===== src/rtl/fwd_pkg.sv =====
`default_nettype none
// ============================================================================
//  Module      : fwd_pkg
//  Description : Shared constants and tag type for the forwarding / load-use
//                hazard unit (stage indices, regfile select code, tag layout).
//  Revision    : 1.0  initial release
// ============================================================================
package fwd_pkg;

    // Register number width of the MIPS core
    localparam int REG_AW      = 5;

    // Select code meaning "take operand from the register file"
    localparam int FWD_REGFILE = 0;

    // Stage indices of the tag pipeline (1 = youngest)
    localparam int EX  = 1;
    localparam int MEM = 2;
    localparam int WB  = 3;

    // Destination tag carried by every in-flight instruction
    typedef struct packed {
        logic              valid;
        logic [REG_AW-1:0] dst;
        logic              regwrite;
        logic              is_load;
    } fwd_tag_t;

endpackage
`default_nettype wire


===== src/rtl/fwd_src_match.sv =====
`default_nettype none
// ============================================================================
//  Module      : fwd_src_match
//  Description : Priority encoder for one decode source operand. Scans the
//                tracked stage tags and returns the youngest producing stage
//                plus whether that producer is a load whose data is not ready.
//  Revision    : 1.0  initial release
// ============================================================================
module fwd_src_match
    import fwd_pkg::*;
#(
    parameter int DEPTH      = 3,
    parameter int AW         = REG_AW,
    parameter int SW         = 2,
    parameter int LOAD_READY = MEM
) (
    input  logic [AW-1:0]             src_addr_i,
    input  logic                      src_used_i,
    input  logic [DEPTH-1:0]          tag_valid_i,
    input  logic [DEPTH-1:0][AW-1:0]  tag_dst_i,
    input  logic [DEPTH-1:0]          tag_regwrite_i,
    input  logic [DEPTH-1:0]          tag_load_i,
    output logic [SW-1:0]             sel_o,
    output logic                      load_hazard_o
);

    logic [DEPTH-1:0] w_hit;

    // Per-stage hit: live writer of the same, non-zero register actually read
    always_comb begin
        w_hit = '0;
        for (int k = 0; k < DEPTH; k++) begin
            w_hit[k] = src_used_i && tag_valid_i[k] && tag_regwrite_i[k] &&
                       (tag_dst_i[k] == src_addr_i) && (tag_dst_i[k] != '0);
        end
    end

    // Oldest-to-youngest scan so the youngest hit overwrites and wins
    always_comb begin
        sel_o         = SW'(FWD_REGFILE);
        load_hazard_o = 1'b0;
        for (int k = DEPTH; k >= 1; k--) begin
            if (w_hit[k-1]) begin
                sel_o         = SW'(k);
                load_hazard_o = tag_load_i[k-1] && (k < LOAD_READY);
            end
        end
    end

endmodule
`default_nettype wire


===== src/rtl/fwd_hazard_unit.sv =====
`default_nettype none
// ============================================================================
//  Module      : fwd_hazard_unit
//  Description : Forwarding select and load-use stall generation for the
//                pipelined MIPS core. Keeps a DEPTH-stage pipeline of
//                destination tags beside ID; one matcher per source operand.
//  Revision    : 1.0  initial release
// ============================================================================
module fwd_hazard_unit
    import fwd_pkg::*;
#(
    parameter int NUM_SRC    = 2,
    parameter int DEPTH      = 3,
    parameter int AW         = REG_AW,
    parameter int LOAD_READY = MEM,
    parameter int SW         = $clog2(DEPTH+1)
) (
    input  logic                    clk,
    input  logic                    rst,
    input  logic [NUM_SRC*AW-1:0]   src_addr_i,
    input  logic [NUM_SRC-1:0]      src_used_i,
    input  logic                    id_valid_i,
    input  logic [AW-1:0]           id_dst_i,
    input  logic                    id_regwrite_i,
    input  logic                    id_memread_i,
    input  logic                    flush_i,
    output logic [NUM_SRC*SW-1:0]   fwd_sel_o,
    output logic                    stall_o
);

    // Tag pipeline, index k-1 holds stage k
    logic [DEPTH-1:0]         valid_q,    valid_d;
    logic [DEPTH-1:0][AW-1:0] dst_q,      dst_d;
    logic [DEPTH-1:0]         regwrite_q, regwrite_d;
    logic [DEPTH-1:0]         load_q,     load_d;

    logic [NUM_SRC-1:0]       w_hazard;
    logic                     w_issue;

    // One independent matcher per decode source operand
    generate
        for (genvar i = 0; i < NUM_SRC; i++) begin : g_src
            fwd_src_match #(
                .DEPTH      (DEPTH),
                .AW         (AW),
                .SW         (SW),
                .LOAD_READY (LOAD_READY)
            ) u_match (
                .src_addr_i     (src_addr_i[i*AW +: AW]),
                .src_used_i     (src_used_i[i]),
                .tag_valid_i    (valid_q),
                .tag_dst_i      (dst_q),
                .tag_regwrite_i (regwrite_q),
                .tag_load_i     (load_q),
                .sel_o          (fwd_sel_o[i*SW +: SW]),
                .load_hazard_o  (w_hazard[i])
            );
        end
    endgenerate

    // Flush kills the decode instruction, so it can never be the one stalling
    assign stall_o = id_valid_i && !flush_i && (|w_hazard);
    assign w_issue = id_valid_i && !stall_o && !flush_i;

    // Stages always advance; stage 1 gets the decode tag or a bubble
    always_comb begin
        for (int k = DEPTH-1; k >= 1; k--) begin
            valid_d[k]    = valid_q[k-1];
            dst_d[k]      = dst_q[k-1];
            regwrite_d[k] = regwrite_q[k-1];
            load_d[k]     = load_q[k-1];
        end
        valid_d[EX-1]    = w_issue;
        dst_d[EX-1]      = w_issue ? id_dst_i : '0;
        regwrite_d[EX-1] = w_issue && id_regwrite_i;
        load_d[EX-1]     = w_issue && id_memread_i;
    end

    // Tag register array; reset discards every in-flight tag
    always_ff @(posedge clk) begin
        if (rst) begin
            valid_q    <= '0;
            dst_q      <= '0;
            regwrite_q <= '0;
            load_q     <= '0;
        end else begin
            valid_q    <= valid_d;
            dst_q      <= dst_d;
            regwrite_q <= regwrite_d;
            load_q     <= load_d;
        end
    end

endmodule
`default_nettype wire


===== config.mk =====
export PLATFORM = sky130hd
export DESIGN_NAME = fwd_hazard_unit
export DESIGN_NICKNAME = d
export VERILOG_FILES = /design/src/rtl/fwd_pkg.sv /design/src/rtl/fwd_src_match.sv /design/src/rtl/fwd_hazard_unit.sv
export SDC_FILE = /design/constraint.sdc
export NUM_CORES = 1
export LEC_CHECK = 0
export BUFFER_PORTS_ARGS = -buffer_cell sky130_fd_sc_hd__buf_2
export CORE_MARGIN = 5
export CORE_UTILIZATION = 45
export CTS_CLUSTER_DIAMETER = 40
export DETAILED_ROUTE_END_ITERATION = 8
export GPL_ROUTABILITY_DRIVEN = 0
export PLACE_DENSITY = 0.74
export SLEW_MARGIN = 0
export SYNTH_ARGS = -nofsm -noshare
export SYNTH_HDL_FRONTEND = slang
export SYNTH_SLANG_ARGS = --single-unit

===== constraint.sdc =====
create_clock -name clk -period 2.7 [get_ports clk]
set_clock_uncertainty 0.2 [all_clocks]
set_input_delay 0.54 -clock clk [delete_from_list [all_inputs] [get_ports clk]]
set_output_delay 0.54 -clock clk [all_outputs]
set_load 0.02 [all_outputs]

==> qor.txt, run 1 <==
Status = completed
Root buf cell = clkbuf_4
Sum Neg Setup Slack = 0 ns
R2R cell count = 5
Drt pass-1 iters = 4
Avg Cell Area, Syn = 9.998 µm²
CP bufs+invs = 2
Dominant cell type by area after synthesis = dfxtp_1
Sequential-to-total area share from yosys stat = 40.41%
Core area = 2255 µm²
Max-cap violations = 0
Main combinational cell family by area after synthesis = simple AND/OR/NAND/NOR gates
Yosys warning count = 0
Final hold violation count = 0
Max Clk Rate = 385.7 MHz
Max VDD drop = 0.0003019 V
HP Class = reg2reg
Drt drc = 0
Clock latency on the worst-skew pair = 0.29 ns
Critical path class = reg2out
Flops & latches, synth = 22
Pwr dens = 429.4 nW/µm²
WP data arrival = 1.85 ns
Syn Std Cell Area = 1090 µm²
IO Count = 28
Critical-path top delay cell = or4_1
XOR/XNOR Fraction of Synth Area = 24.11%
Lkg Pwr = 0.5581 nW
Yosys cell types = 23
Clk sinks = 22
Rows = 17
Final setup viols = 0
ANT nets after route = 0
Slew at the pin closest to its max-slew limit = 0.4013 ns
Tcrit/Tclk final = 96.03%
Antenna diode count = 0
CTS Buffer Depth = 2
Total GRT Usage = 13.83%
Post-DR vias/cell = 5.244
CTS buffer count = 3
Dpl ws = 0.1776 ns
Hold-fix buffers, CTS = 0
Crit path cell chain = or4_1 > o211ai_1 > buf_4 > nor3_1 > o21ai_0 > buf_2
Mapped Nets = 132
Vias in the first global route = 876
Hold path cells = 1
Synth Area in Compound Gates = 5.511%
Die Y = 59.21 µm
Simple-gate portion of the synthesized area = 29.28%
Antenna violations before repair = 0
First-pass GRT wire length = 3.684 mm
Worst path max stage delay = 0.51 ns
Initial DRC count = 19
Gr ovfl total = 0
Largest net degree at the start of global routing = 23
Share of post-route cells with drive strength above 1 = 33.33%
Cell depth of the worst setup path = 6
Min cycle time layout = 2.593 ns
Worst rel slew slack = 73.19%
Slack of the critical path = 0.1071 ns
Layout area overhead = 23.31%
Drt wl/cell = 13.77 µm
Fillers = 208
RSZ-0062 raised after global routing = false
Mux share of post-synthesis cell area = 0%
CTS clk-pin slew, worst paths = 0.11 ns
Critical path's top delay family = simple AND/OR/NAND/NOR gates
Required time of the critical path = 1.96 ns
Initial core utilization = 48.34%
Slew Viols, Final = 0
Final HPWL DP = 1.917 mm
TritonCTS clock tree = built
IO Port Bufs = 27
H-tree levels = 1
Via Count = 902
Yosys top cell area share = 40.41%
Synth area leaders = dfxtp_1, xnor2_1, nor2b_1, and4bb_2, xor2_1
CP Max Fanout = 4
Routed wire length = 2.368 mm
Post-Synthesis Cells = 109
Die area = 3506 µm²
Net count, final = 168
CP Launch Type = register
Synth Area in Adders = 0%
Crit end category = output port
Die width = 59.21 µm
[worst paths after layout]
path | startpoint | to | slack [ns]
min reg2reg | valid_q[1] | valid_q[2] | 0.27
max reg2reg | dst_d[5] | regwrite_q[0] | 0.79
max | dst_d[11] | fwd_sel_o[2] | 0.11
min | valid_q[1] | valid_q[2] | 0.27
[per-stage QoR]
step | power (mW) | hold WS (ns) | util, % | cell area (µm²) | instances
after global placement | 0.4099 | 0.2603 | 55.88 | 1260 | 163
after CTS | 0.5832 | 0.2725 | 57.82 | 1304 | 168
final | 0.5770 | 0.2746 | 59.60 | 1344 | 172
after detailed placement | 0.4128 | 0.2587 | 55.88 | 1260 | 163
after global routing | 0.6039 | 0.2708 | 59.60 | 1344 | 172
after floorplan | 0.3819 | 0.2384 | - | 1090 | 109
[power breakdown]
part           switching [mW]  total (mW)  internal [mW]
clock                  0.0896       0.172         0.0821
combinational          0.0325      0.0703         0.0378
sequential            0.00582       0.335          0.329
[cells in the final DEF, fill, tap and decap left out, types with 2 or more instances in the layout]
cell type,count
clkbuf_4,3
nand3_1,2
buf_2,27
dfxtp_4,2
o211ai_1,2
nand4_1,4
dfxtp_1,18
xnor2_1,22
buf_4,6
nor3_1,2
nor2b_1,15
nand2_1,4
or3_1,3
and4bb_2,6
xor2_1,8
or4_1,2
nor2_1,2
nor4_1,2
dfxtp_2,2
and3_1,2
[registers in the layout, summed over array words and instances (netlist names)]
signal	cells
dst_d	10
valid_q	3
regwrite_q	3
load_q	1
dst_q	5
[worst reg2reg max path: stages, from the launching register on]
cell      delay [ns]
dfxtp_1         0.36
or3_1           0.38
o311a_1         0.35
o211a_2         0.15
buf_4           0.15
and4bb_2        0.28
[timing repair]
item | CTS | global route
gates resized for setup | 0 | 8
buffers inserted | 1 | 4
gates cloned | 0 | 0
endpoints found under the setup margin | 3 | 4
pin swaps | 1 | 4
[kinds of logic after synthesis]
logic type      count (synthesis)
xor+xnor                       30
buf+inv                         2
compound gates                  8
simple gates                   47
flops                          22
[layer usage]
metal / GRT usage (%) / routed length [µm]
met1: 15.22 / 993
met2: 24.49 / 1157
met4: 6.149 / 27
met3: 3.704 / 189
met5: 0 / 0
[synth_stat cells, drive strengths merged]
master and n:
and4bb 6, and2 1, o211ai 2, o211a 1
nand3 2, nor3 2, o311a 1, xor2 8
nand4 4, and3 2, clkbuf 2, nor2 2
or3 3, a21boi 2, nor2b 15, nor3b 1
or4 2, nand2 4, dfxtp 22, nor4bb 1
o21ai 2, nor4 2, xnor2 22
[final cells by class]
class / count / area, µm² / share of cell area (%)
Tap cell: 28 / 35.03 / 2.607
Clock buffer: 4 / 36.28 / 2.700
Timing Repair Buffer: 33 / 180.2 / 13.41
Multi-Input combinational cell: 85 / 641.9 / 47.77
Sequential cell: 22 / 450.4 / 33.52
No activity file was read; power rests on OpenSTA's default activity.
==> run 2, diff against run 1 <==
--- a/config.mk
+++ b/config.mk
@@ -5,13 +5,13 @@
 export SDC_FILE = /design/constraint.sdc
 export NUM_CORES = 1
 export LEC_CHECK = 0
-export BUFFER_PORTS_ARGS = -buffer_cell sky130_fd_sc_hd__buf_2
+export BUFFER_PORTS_ARGS = -buffer_cell sky130_fd_sc_hd__clkbuf_2
 export CORE_MARGIN = 5
 export CORE_UTILIZATION = 45
 export CTS_CLUSTER_DIAMETER = 40
 export DETAILED_ROUTE_END_ITERATION = 8
 export GPL_ROUTABILITY_DRIVEN = 0
-export PLACE_DENSITY = 0.74
+export PLACE_DENSITY = 0.7
 export SLEW_MARGIN = 0
 export SYNTH_ARGS = -nofsm -noshare
 export SYNTH_HDL_FRONTEND = slang
==> run 2 against run 1 <==
Net effect: design area is 1.5% higher; highest routed layer unchanged; die area stayed put; fmax is 1.8% lower; largest power group unchanged; critical path type unchanged; sequential power hardly changed; first-iteration DRC count is 58% higher; total power is 13% higher; wire length is 5.7% higher.
==> qor.txt, run 2 (synthesis results as in run 1) <==
Dpl ws = 0.1867 ns
ANT nets after route = 0
Tot Pwr = 0.6530 mW
Post-DP Area = 1260 µm²
WP data arrival = 1.90 ns
RSZ-0062 raised after global routing = true
Crit path cell chain = or4_1 > o211ai_1 > buf_4 > nor3_2 > o21ai_1 > buf_4
Most common cell after layout, fill and taps aside = clkbuf_2
IO Port Bufs = 27
Pwr dens = 478.8 nW/µm²
Clock latency on the worst-skew pair = 0.30 ns
CP bufs+invs = 2
Slew at the pin closest to its max-slew limit = 0.3990 ns
Crit end category = output port
Antenna violations before repair = 0
Via Count = 895
Initial DRC count = 30
Vias in the first global route = 872
TritonCTS clock tree = built
Comb power frac = 10.8%
Most frequent cells in the layout = clkbuf_2, xnor2_1, dfxtp_1, nor2b_1, xor2_1
Initial core utilization = 48.34%
Final hold violation count = 0
Gr ovfl total = 0
Max reg flops = 10
Worst path max stage delay = 0.52 ns
Max-cap violations = 0
Post-DR vias/cell = 5.234
Drt wl/cell = 14.64 µm
Core area = 2255 µm²
Tcrit/Tclk final = 97.77%
Final HPWL DP = 1.930 mm
Hold-fix buffers, CTS = 0
Slack of the critical path = 0.06027 ns
Worst rel slew slack = 73.34%
Layout area overhead = 25.14%
Rows = 17
H-tree levels = 1
Die Y = 59.21 µm
Die area = 3506 µm²
Slew Viols, Final = 0
Required time of the critical path = 1.96 ns
Routed wire length = 2.503 mm
Net count, final = 167
Largest net degree at the start of global routing = 23
Drt pass-1 iters = 4
Root buf cell = clkbuf_4
HP Class = reg2reg
Fin area = 1364 µm²
Critical-path top delay cell = or4_1
Clk sinks = 22
Share of post-route cells with drive strength above 1 = 34.27%
IO Count = 28
Max Clk Rate = 378.8 MHz
Share of power burned in registers = 51.3%
Pint = 0.5168 mW
Max VDD drop = 0.0004012 V
CTS buffer count = 3
Power share of the clock group = 37.9%
Critical path's top delay family = simple AND/OR/NAND/NOR gates
Net switching power of the design = 0.1362 mW
First-pass GRT wire length = 3.905 mm
Final setup viols = 0
Antenna diode count = 0
Switching share of power = 20.86%
CTS Buffer Depth = 2
CP Launch Type = register
Total GRT Usage = 14.54%
Status = completed
Die width = 59.21 µm
Drt drc = 0
CTS clk-pin slew, worst paths = 0.13 ns
CP Max Fanout = 4
CP dominant cell by count = buf_4
Min cycle time layout = 2.640 ns
Lkg Pwr = 0.5653 nW
Critical path class = reg2out
-- run 2: changes by cell type in the layout (fill, tap and decap cells not counted) --
cell | previous run | this run
a21boi_0 | 1 | 0
a21boi_1 | 1 | 2
buf_2 | 27 | 2
buf_4 | 6 | 7
bufinv_16 | 0 | 1
clkbuf_2 | 0 | 23
clkbuf_8 | 1 | 0
dfxtp_1 | 18 | 17
dfxtp_2 | 2 | 3
nor3_1 | 2 | 1
nor3_2 | 0 | 1
o21ai_0 | 1 | 0
o21ai_1 | 1 | 2
-- run 2: worst register-to-register path, delay by kind of cell (launching register included) --
family                 cells  cell delay, ns
flip-flops                 1            0.36
buffers and inverters      1            0.15
AND/OR/NAND/NOR            2            0.65
AO/OA/AOI/OAI              2            0.48
-- run 2: path summary, 6_finish.rpt --
| check | slack, ns | endpoint | depth (start not counted) | from |
|---|---|---|---|---|
| max | 0.06 | fwd_sel_o[0] | 6 | dst_d[13] |
| min | 0.27 | regwrite_q[2] | 1 | regwrite_q[1] |
| max reg2reg | 0.76 | load_q[0] | 5 | dst_d[5] |
| min reg2reg | 0.27 | regwrite_q[2] | 1 | regwrite_q[1] |
-- run 2: repair_timing --
action / CTS / global route
resized for setup: 0 / 18
endpoints found under the hold margin: 0 / 0
setup endpoints to repair: 2 / 4
buffers inserted: 1 / 3
pin swaps: 1 / 9
-- run 2: through the flow --
step	setup TNS (ns)	instances	hold WS, ns	utilization [%]
4_1_cts	0	168	0.2697	58.55
5_1_grt	-0.06101	171	0.2757	60.49
3_5_place_dp	0	163	0.2536	55.88
2_1_floorplan	0	109	0.2384	-
3_3_place_gp	0	163	0.2619	55.88
6_report	0	171	0.2723	60.49
-- run 2: power by group through the flow --
stage	combinational [mW]	clock [mW]	sequential, mW
2_1_floorplan	0.0392	0	0.343
3_3_place_gp	0.0666	0	0.344
3_5_place_dp	0.0688	0	0.345
4_1_cts	0.0694	0.249	0.337
5_1_grt	0.0767	0.264	0.337
6_report	0.0705	0.247	0.335
-- run 2: layout make-up --
type,count,area [µm²]
Clock buffer,3,22.52
Clock inverter,1,30.03
Fill cell,198,890.9
Multi-Input combinational cell,85,646.9
Sequential cell,22,451.7
Tap cell,28,35.03
Timing Repair Buffer,32,177.7
-- run 2: layer usage --
| layer | global-route usage, % | part of all wire (%) | vias to the layer above |
|---|---|---|---|
| met5 | 0 | 0 | - |
| met4 | 5.178 | 0.96 | 0 |
| met3 | 2.832 | 6.6 | 2 |
| met2 | 24.02 | 49 | 30 |
| met1 | 18.65 | 44 | 412 |
| li1 | - | - | 451 |
